File: src/rtl/serial_add_seq.sv
// serial_add_seq: digit-serial adder sequencer.
// Adds two WIDTH-bit operands using a single 2-bit digit slice, one digit
// per clock, LSB digit first. The carry between digits is held in a register.
// Handshake: start is accepted in IDLE or DONE. busy is high while digits
// are processed. done pulses for one cycle when sum/cout are valid.
// WIDTH must be even and at least 4.
module serial_add_seq #(
    parameter int WIDTH = 8
) (
    input  logic             clk,
    input  logic             reset,
    input  logic             start,
    input  logic [WIDTH-1:0] a,
    input  logic [WIDTH-1:0] b,
    input  logic             cin,
    output logic             busy,
    output logic             done,
    output logic [WIDTH-1:0] sum,
    output logic             cout
);

    localparam int N     = WIDTH / 2;
    localparam int IDX_W = (N > 1) ? $clog2(N) : 1;
    localparam logic [IDX_W-1:0] IDX_LAST = IDX_W'(N - 1);

    typedef enum logic [1:0] {
        IDLE = 2'd0,
        RUN  = 2'd1,
        DONE = 2'd2
    } state_t;

    state_t           state;
    logic [WIDTH-1:0] a_q;
    logic [WIDTH-1:0] b_q;
    logic             carry;
    logic [IDX_W-1:0] idx;

    logic [1:0]       dig_a;
    logic [1:0]       dig_b;
    logic [1:0]       dig_sum;
    logic             dig_carry;

    // Carry out of a 2-bit digit add, in carry-lookahead form.
    function automatic logic carry2(input logic a1, input logic a0,
                                    input logic b1, input logic b0,
                                    input logic ci);
        carry2 = (a1 & b1)
               | (a1 & a0 & b0)
               | (a0 & b1 & b0)
               | (ci & (a1 | b1) & (a0 | b0 | (a1 & b1)));
    endfunction

    // Low two bits of a 2-bit digit add; the carry comes from carry2.
    function automatic logic [1:0] digit_sum2(input logic [1:0] x,
                                              input logic [1:0] y,
                                              input logic       ci);
        digit_sum2 = x + y + {1'b0, ci};
    endfunction

    // Select the operand digit addressed by idx and evaluate the digit slice.
    always_comb begin
        dig_a = '0;
        dig_b = '0;
        for (int i = 0; i < N; i++) begin
            if (idx == IDX_W'(i)) begin
                dig_a = a_q[2*i +: 2];
                dig_b = b_q[2*i +: 2];
            end
        end
        dig_sum   = digit_sum2(dig_a, dig_b, carry);
        dig_carry = carry2(dig_a[1], dig_a[0], dig_b[1], dig_b[0], carry);
    end

    // Sequencer FSM with registered handshake and result outputs.
    always_ff @(posedge clk) begin
        if (reset) begin
            state <= IDLE;
            busy  <= 1'b0;
            done  <= 1'b0;
            sum   <= '0;
            cout  <= 1'b0;
            idx   <= '0;
            carry <= 1'b0;
        end else begin
            case (state)
                IDLE, DONE: begin
                    done <= 1'b0;
                    if (start) begin
                        a_q   <= a;
                        b_q   <= b;
                        carry <= cin;
                        idx   <= '0;
                        sum   <= '0;
                        busy  <= 1'b1;
                        state <= RUN;
                    end else begin
                        busy  <= 1'b0;
                        state <= IDLE;
                    end
                end
                RUN: begin
                    for (int i = 0; i < N; i++) begin
                        if (idx == IDX_W'(i)) begin
                            sum[2*i +: 2] <= dig_sum;
                        end
                    end
                    carry <= dig_carry;
                    if (idx == IDX_LAST) begin
                        // Last digit: publish the carry and park idx at zero.
                        cout  <= dig_carry;
                        idx   <= '0;
                        busy  <= 1'b0;
                        done  <= 1'b1;
                        state <= DONE;
                    end else begin
                        idx <= idx + 1'b1;
                    end
                end
                default: begin
                    busy  <= 1'b0;
                    done  <= 1'b0;
                    state <= IDLE;
                end
            endcase
        end
    end

endmodule

File: config.mk
export PLATFORM = sky130hd
export DESIGN_NAME = serial_add_seq
export DESIGN_NICKNAME = d
export VERILOG_FILES = /design/src/rtl/serial_add_seq.sv
export SDC_FILE = /design/constraint.sdc
export NUM_CORES = 1
export LEC_CHECK = 0
export ABC_AREA = 1
export BUFFER_PORTS_ARGS = -buffer_cell sky130_fd_sc_hd__buf_2
export CORE_MARGIN = 3
export CORE_UTILIZATION = 35
export CTS_CLUSTER_SIZE = 40
export DETAILED_ROUTE_END_ITERATION = 8
export PLACE_DENSITY = 0.52
export SLEW_MARGIN = 20
export SYNTH_ARGS = -nofsm -noshare
export SYNTH_HDL_FRONTEND = slang
export SYNTH_SLANG_ARGS = --single-unit
File: constraint.sdc
create_clock -name clk -period 2.5 [get_ports clk]
set_input_delay 0.125 -clock clk [delete_from_list [all_inputs] [get_ports clk]]
set_output_delay 0.125 -clock clk [all_outputs]
set_load 0.03 [all_outputs]
# Word level (Yosys, flattened, before mapping)
# Index checks and enable logic that the tools add are counted.
# totals
regBits	32
inputBits	20
output_inout_bits	11
# op_classes
bitwise_logic	15
eq_ne	10
addsub	3
mux	25
reduce_logical	12
# ops
operator	count
$mux W2	15
$pmux W8 S2	1
$reduce_and A3 Y1	5
$ne A2 B2 Y1 const B	5
$mux W8	1
$pmux W2 S2	2
$and A1 B1 Y1	7
$eq A2 B2 Y1 const B	3
$or A1 B1 Y1	6
$eq A2 B1 Y1 const B	2
$logic_not A2 Y1	2
$mux W1	4
$pmux W1 S2	2
$reduce_and A2 Y1	2
$reduce_or A2 Y1	2
$add A2 B1 Y2	1
$add A2 B1 Y2 const B	1
$add A2 B2 Y2	1
$not A1 Y1	2
$reduce_bool A2 Y1	1

# Logic depth before layout (Yosys ltp)
# Gate-level depths: netlist of run 1.
# depth
depth_word	11
mapped_depth	14
mapped_depth_nobuf	14

# Worst setup path after synthesis of run 1
# Ideal clock, no wire load.
# synth_path
path_kind	flip-flop to flip-flop
start	reg idx[1]
end	reg sum[3]
path_slack_ns	0.476
required_ns	2.433
stages_incl_launch_ff	13
arrival_time_ns	1.956
period_less_slack_ns	2.024
cell_sequence	dfxtp_1 > inv_1 > ha_1 > inv_2 > nand2_1 > nand3_1 > nand2_1 > nand2_2 > fa_1 > xnor2_1 > nand2_1 > or2_1 > a21oi_2
# synth_via
elab_chain_cells	9
word_cells_on_any_way	18
# synth_rtl
item	line_no	source
from (decl)	36	logic [IDX_W-1:0] idx;
from (signal assigned)	116	idx <= idx + 1'b1;
$logic_not A2 Y1	65	if (idx == IDX_W'(i)) begin
$mux W2 (4 in a row)	65	
$add A2 B2 Y2	57	digit_sum2 = x + y + {1'b0, ci};
$add A2 B1 Y2	57	
$mux W2	103	if (idx == IDX_W'(i)) begin
$pmux W8 S2	85	case (state)
to (signal, indexed assignment)	104	sum[2*i +: 2] <= dig_sum;
to (decl)	18	output logic [WIDTH-1:0] sum,
# Several ways; a longest one is shown, not always the timed one. The select of a mux whose other input is x is not followed.
# A chain may end at the register's enable or synchronous reset.

# Worst setup path in the final report of run 1
# layout_path
start	reg idx[0]
end	reg sum[3]
# Same word-level chain as after synthesis.

==> results of run 1 <==
[final timing paths]
path | startpoint | end | slack [ns]
setup / recovery | idx[0] | sum[3] | 0.21
hold / removal | b[3] | b_q[3] | 0.01
setup reg to reg | idx[0] | sum[3] | 0.21
hold reg to reg | done | done | 0.47
[through the flow]
stage	instance area, um2	worst slack (ns)
after floorplan	1450	0.476
after global placement	1660	0.193
after detailed placement	1660	0.190
after CTS	1770	0.174
after global routing	1790	0.0613
final	1790	0.210
[power groups by stage]
stage	sequential, uW	clock, uW	combinational, uW
after floorplan	626	0	138
after global placement	604	0	219
after detailed placement	605	0	221
after CTS	593	502	223
after global routing	595	530	251
final	593	488	221
[metal layers]
layer | vias to the layer above | part of all wire (%)
met5 | - | 0
met3 | 5 | 7.1
met1 | 476 | 45
met2 | 30 | 46
li1 | 563 | -
met4 | 0 | 1.4
[cells in the mapped netlist (all sizes together)]
cell type and n:
ha 7, clkbuf 1, edfxtp 16, o21a 2, inv 21, o31ai 1
a21boi 1, nor3 1, or2 5, o21ai 8, xnor2 1, nand2 35
nand3 6, buf 1, nor2 14, fa 1, a21oi 12, a211oi 2
dfxtp 16
[layout make-up]
class,count,area (um2),share of cell area [%]
sequential,32,801,44.8
multi-input combinational,96,559,31.3
timing repair buffer,33,175,9.81
inverter,21,78.8,4.41
clock buffer,5,68.8,3.85
tap,48,60.1,3.36
clock inverter,3,42.5,2.38
[worst max-delay path: stages, from the launching register on]
cell and delay (ns):
dfxtp_1 0.39, inv_1 0.09, ha_1 0.29, inv_2 0.11, nand3_1 0.08, nand2_1 0.08, nand2_2 0.07, fa_1 0.40
xnor2_1 0.19, nand2_1 0.15, or2_1 0.26, a21oi_2 0.11
[cell families after synthesis]
logic type / Yosys count / synth area share [%]
AND/OR/NAND/NOR: 61 / 18.8
flip-flops: 32 / 55.2
AO/OA/AOI/OAI: 26 / 11.6
buffers and inverters: 23 / 6.47
adder cells (fa/ha/maj): 8 / 7.41
XOR/XNOR: 1 / 0.604
[what timing repair did]
| item | CTS | global route |
|---|---|---|
| setup endpoints to repair | 0 | 1 |
| gates resized for setup | 0 | 1 |
| hold endpoints to repair | 0 | 1 |
| hold buffers | 0 | 1 |
[sequential cells by signal, summed over array words and instances (netlist names)]
signal,flops
a_q,8
b_q,8
sum,8
idx,2
state,2
busy,1
carry,1
cout,1
done,1
==> flow_summary.ini, run 1 <==
[placement]
dp_cells = 229
io_buffers = 30
hpwl_mm = 2.03
gp_congestion = 0.735

[cells_and_area]
layout_commonest_cell = nand2_1
layout-drive-gt1-share_pct = 31.6
layout_common_cells = nand2_1, buf_2, edfxtp_1, dfxtp_1
fill_cells = 369
diodes = 0
fin_util_pct = 46.7
area_growth_pct = 23.0
instances_no_fill = 238
fin_nets = 217

[routing]
routed_wl_mm = 2.61
ant_nets = 0
drc = 0
drt-initial-drc-count = 56
viasPerCell = 4.51
vias = 1074
wl_per_cell_um = 11.0
drtPass1Iterations = 4

[global_route]
use_met2_pct = 18.6
antenna_found_initial = 0
grtUsageMet3_pct = 4.75
grt_overflow = 0
grt_max_degree = 17
grt_pass1_vias = 1032
grt_pass1_wl_mm = 4.43
top_usage_layer = met2
use_met1_pct = 13.5
gr-usage-all-layers_pct = 11.5

[power]
ir_drop_v = 0.000346
power_density_nw_per_um2 = 729
p_sw_share_pct = 26.4
p_int_uw = 958
switchingPower_uw = 343
finalPower_uw = 1300
power_frac_seq_pct = 45.5
comb_power_share_pct = 17.0
leakagePower_uw = 0.000831
clkPwrFrac_pct = 37.5

[timing]
worst_slew_pin_slew_ns = 0.292
hold_viol = 0
finalMaxSlewViolations = 0
hold_ws_ns = 0.0143
fin_crit_sh_pct = 91.6
fin_setup_tns_ns = 0
maxSlewHeadroom_pct = 80.6
setup_violations = 0
max_freq_mhz = 437
period_needed_ns = 2.29
final.setup_skew_ns = 0.00711
rsz0062_at_grt = false

[cts]
numCtsBuffers = 5
clk_latency_ns = 0.28
clockBufferDepth = 2
cts_tree = built
clk_pin_slew_ns = 0.07
clock-root-buffer = clkbuf_8
cts.sinks = 32
post_cts_buffers = 0
cts.htree.levels = 2

[yosys]
synth_area_per_cell_um2 = 9.61
synth_area_leader_cell = edfxtp_1
mappedNetlistArea_um2 = 1450
ys_ff_latch = 32
yosys-top-cells-area = edfxtp_1, dfxtp_1, nand2_1
syn_inst = 151
yosys.area.top_type_share_pct = 33.1
yosysWarningCount = 0
ys_seq_area_share_pct = 55.2
ys_types = 29
synth_nets = 179

[setup_path]
path_max_fanout = 6
critical_path_arrival_ns = 2.51
cp-start-kind = flip-flop
r2r_cells = 11
cp-end-kind = flip-flop
crit_required_ns = 2.72
worstSetupPathType = reg -> reg

[flow_run]
drv_cap = 0

[min_path]
hold_path_class = in -> reg
hold_depth = 1

[die]
rows = 22
num_io_pins = 31
fp.coreArea_um2 = 3830
die_y_um = 70.4
die_area_um2 = 4960
die_w_um = 70.4
start_util_pct = 37.9

[run_status]
status = complete, no violations
Power figures use the tool's default switching activity.
==> inputs of run 2 (changes only) <==
==> constraint.sdc (replaced) <==
create_clock -name clk -period 2.2 [get_ports clk]
set_input_delay 0.11 -clock clk [delete_from_list [all_inputs] [get_ports clk]]
set_output_delay 0.11 -clock clk [all_outputs]
set_load 0.03 [all_outputs]
==> run 2 against run 1 <==
Clock skew about the same. Sequential power up 14%. Non-clock buffer count up 18. Global-route usage up 1.7 points. Largest power group unchanged.
==> flow_summary.ini, run 2 (synthesized netlist as in run 1, its figures left out) <==
[global_route]
antenna_found_initial = 0
grt_max_degree = 17
grt_overflow = 0
gr-usage-all-layers_pct = 13.2
grt_pass1_vias = 1229
grt_pass1_wl_mm = 5.04

[setup_path]
reg2reg_from = idx[1]
cp-start-kind = flip-flop
crit_required_ns = 2.42
path_max_fanout = 7
worstSetupPathType = reg -> reg
r2r_cells = 12
reg2reg_slack_ns = 0.11
reg2reg_to = sum[3]
cp-end-kind = flip-flop
critical_path_arrival_ns = 2.31

[min_path]
hold_path_class = in -> reg
hold_depth = 1
worstHoldStart = b[0]
hold_end = b_q[0]

[routing]
wl_per_cell_um = 11.8
drc = 0
ant_nets = 0
viasPerCell = 4.58
drtPass1Iterations = 4
drt-initial-drc-count = 24
vias = 1173
routed_wl_mm = 3.02

[cts]
clk_pin_slew_ns = 0.07
clk_latency_ns = 0.28
clock-root-buffer = clkbuf_8
numCtsBuffers = 5
cts.htree.levels = 2
clockBufferDepth = 2
cts.sinks = 32
cts_tree = built

[cells_and_area]
area_growth_pct = 38.7
layout_common_cells = nand2_1, buf_2, edfxtp_1
layout_commonest_cell = nand2_1
layout-drive-gt1-share_pct = 34.6
top_regs = a_q (8), b_q (8), sum (8)
diodes = 0
fin_nets = 235

[die]
num_io_pins = 31
die_w_um = 70.4
die_y_um = 70.4
fp.coreArea_um2 = 3830
start_util_pct = 37.9
die_area_um2 = 4960
rows = 22

[placement]
io_buffers = 30
hpwl_mm = 2.19
gp_congestion = 0.749

[timing]
rsz0062_at_grt = true
fin_crit_sh_pct = 94.9
maxSlewHeadroom_pct = 79.8
final.setup_skew_ns = 0.00735
worst_slew_pin_slew_ns = 0.301
hold_ws_ns = 0.0113
max_freq_mhz = 479
period_needed_ns = 2.09
fin_setup_tns_ns = 0
finalMaxSlewViolations = 0
hold_viol = 0
setup_violations = 0

[power]
finalPower_uw = 1530
power_density_nw_per_um2 = 758
ir_drop_v = 0.000570
leakagePower_uw = 0.000916

[run_status]
status = complete, no violations

[flow_run]
drv_cap = 0
[run 2: cell count changes in the layout (fill, tap and decap cells not counted)]
cell	delta
ha_1	-3
inv_1	-2
clkbuf_1	+1
ha_4	+4
ha_2	-1
clkinvlp_4	-1
inv_4	+2
buf_4	+5
a21oi_1	-1
a21oi_2	+1
dfxtp_1	-2
dlygate4sd3_1	+13
dfxtp_4	+2
[run 2: power breakdown]
group | leakage, uW | switching, uW | internal, uW | total [uW]
sequential | 0.000280 | 17.3 | 660 | 677
combinational | 0.000581 | 170 | 134 | 305
clock | 0.0000552 | 208 | 336 | 544
[run 2: metrics by stage]
| stage | setup slack, ns | utilization (%) | std cells | instance area, um2 |
|---|---|---|---|---|
| 6_report | 0.112 | 52.6 | 256 | 2010 |
| 5_1_grt | 0.000533 | 52.6 | 256 | 2010 |
| 4_1_cts | 0.00218 | 51.2 | 254 | 1960 |
| 3_5_place_dp | -0.0960 | 44.2 | 233 | 1690 |
| 3_3_place_gp | -0.00138 | 44.2 | 233 | 1690 |
| 2_1_floorplan | 0.176 | - | 151 | 1450 |
[run 2: layout make-up]
type | count | area (um2)
clock buffers | 6 | 72.6
inverters | 21 | 83.8
flip-flops and latches | 32 | 808
well taps | 48 | 60.1
repair buffers | 51 | 343
clock inverters | 2 | 35.0
fillers | 336 | 1810
multi-input cells | 96 | 611
[run 2: how the worst max path moves through the flow]
stage | depth (start not counted) | start | slack, ns | to
floorplan | 12 | idx[1] | 0.18 | sum[3]
global placement | 12 | idx[1] | -0.001 | sum[3]
detailed placement | 12 | idx[1] | -0.1 | sum[3]
CTS | 12 | idx[0] | 0.002 | sum[3]
global route | 12 | idx[1] | 0.0005 | sum[3]
finish | 12 | idx[1] | 0.11 | sum[3]
[run 2: what timing repair did]
action	4_1_cts	5_1_grt
pin swaps	0	4
hold endpoints to repair	13	1
setup endpoints to repair	3	9
hold buffers	13	1
gates resized for setup	7	10
setup buffers	0	1
gates cloned	0	0
[run 2: critical path, cell delays in order, from the launching register on]
cell     delay [ns]
dfxtp_4        0.37
inv_4          0.08
ha_4           0.18
inv_2          0.06
nand2_1        0.06
nand3_1        0.06
nand2_1        0.08
nand2_2        0.07
fa_1           0.40
xnor2_1        0.17
nand2_1        0.14
or2_1          0.25
a21oi_2        0.10
[run 2: routing by layer]
| layer | global-route usage [%] | part of all wire [%] | up-vias | wire (um) |
|---|---|---|---|---|
| li1 | - | - | 602 | - |
| met1 | 12.3 | 40 | 538 | 1200 |
| met2 | 24.1 | 53 | 27 | 1600 |
| met3 | 5.18 | 5.4 | 6 | 163 |
| met4 | 7.23 | 2.0 | 0 | 61 |
| met5 | 0 | 0 | - | 0 |
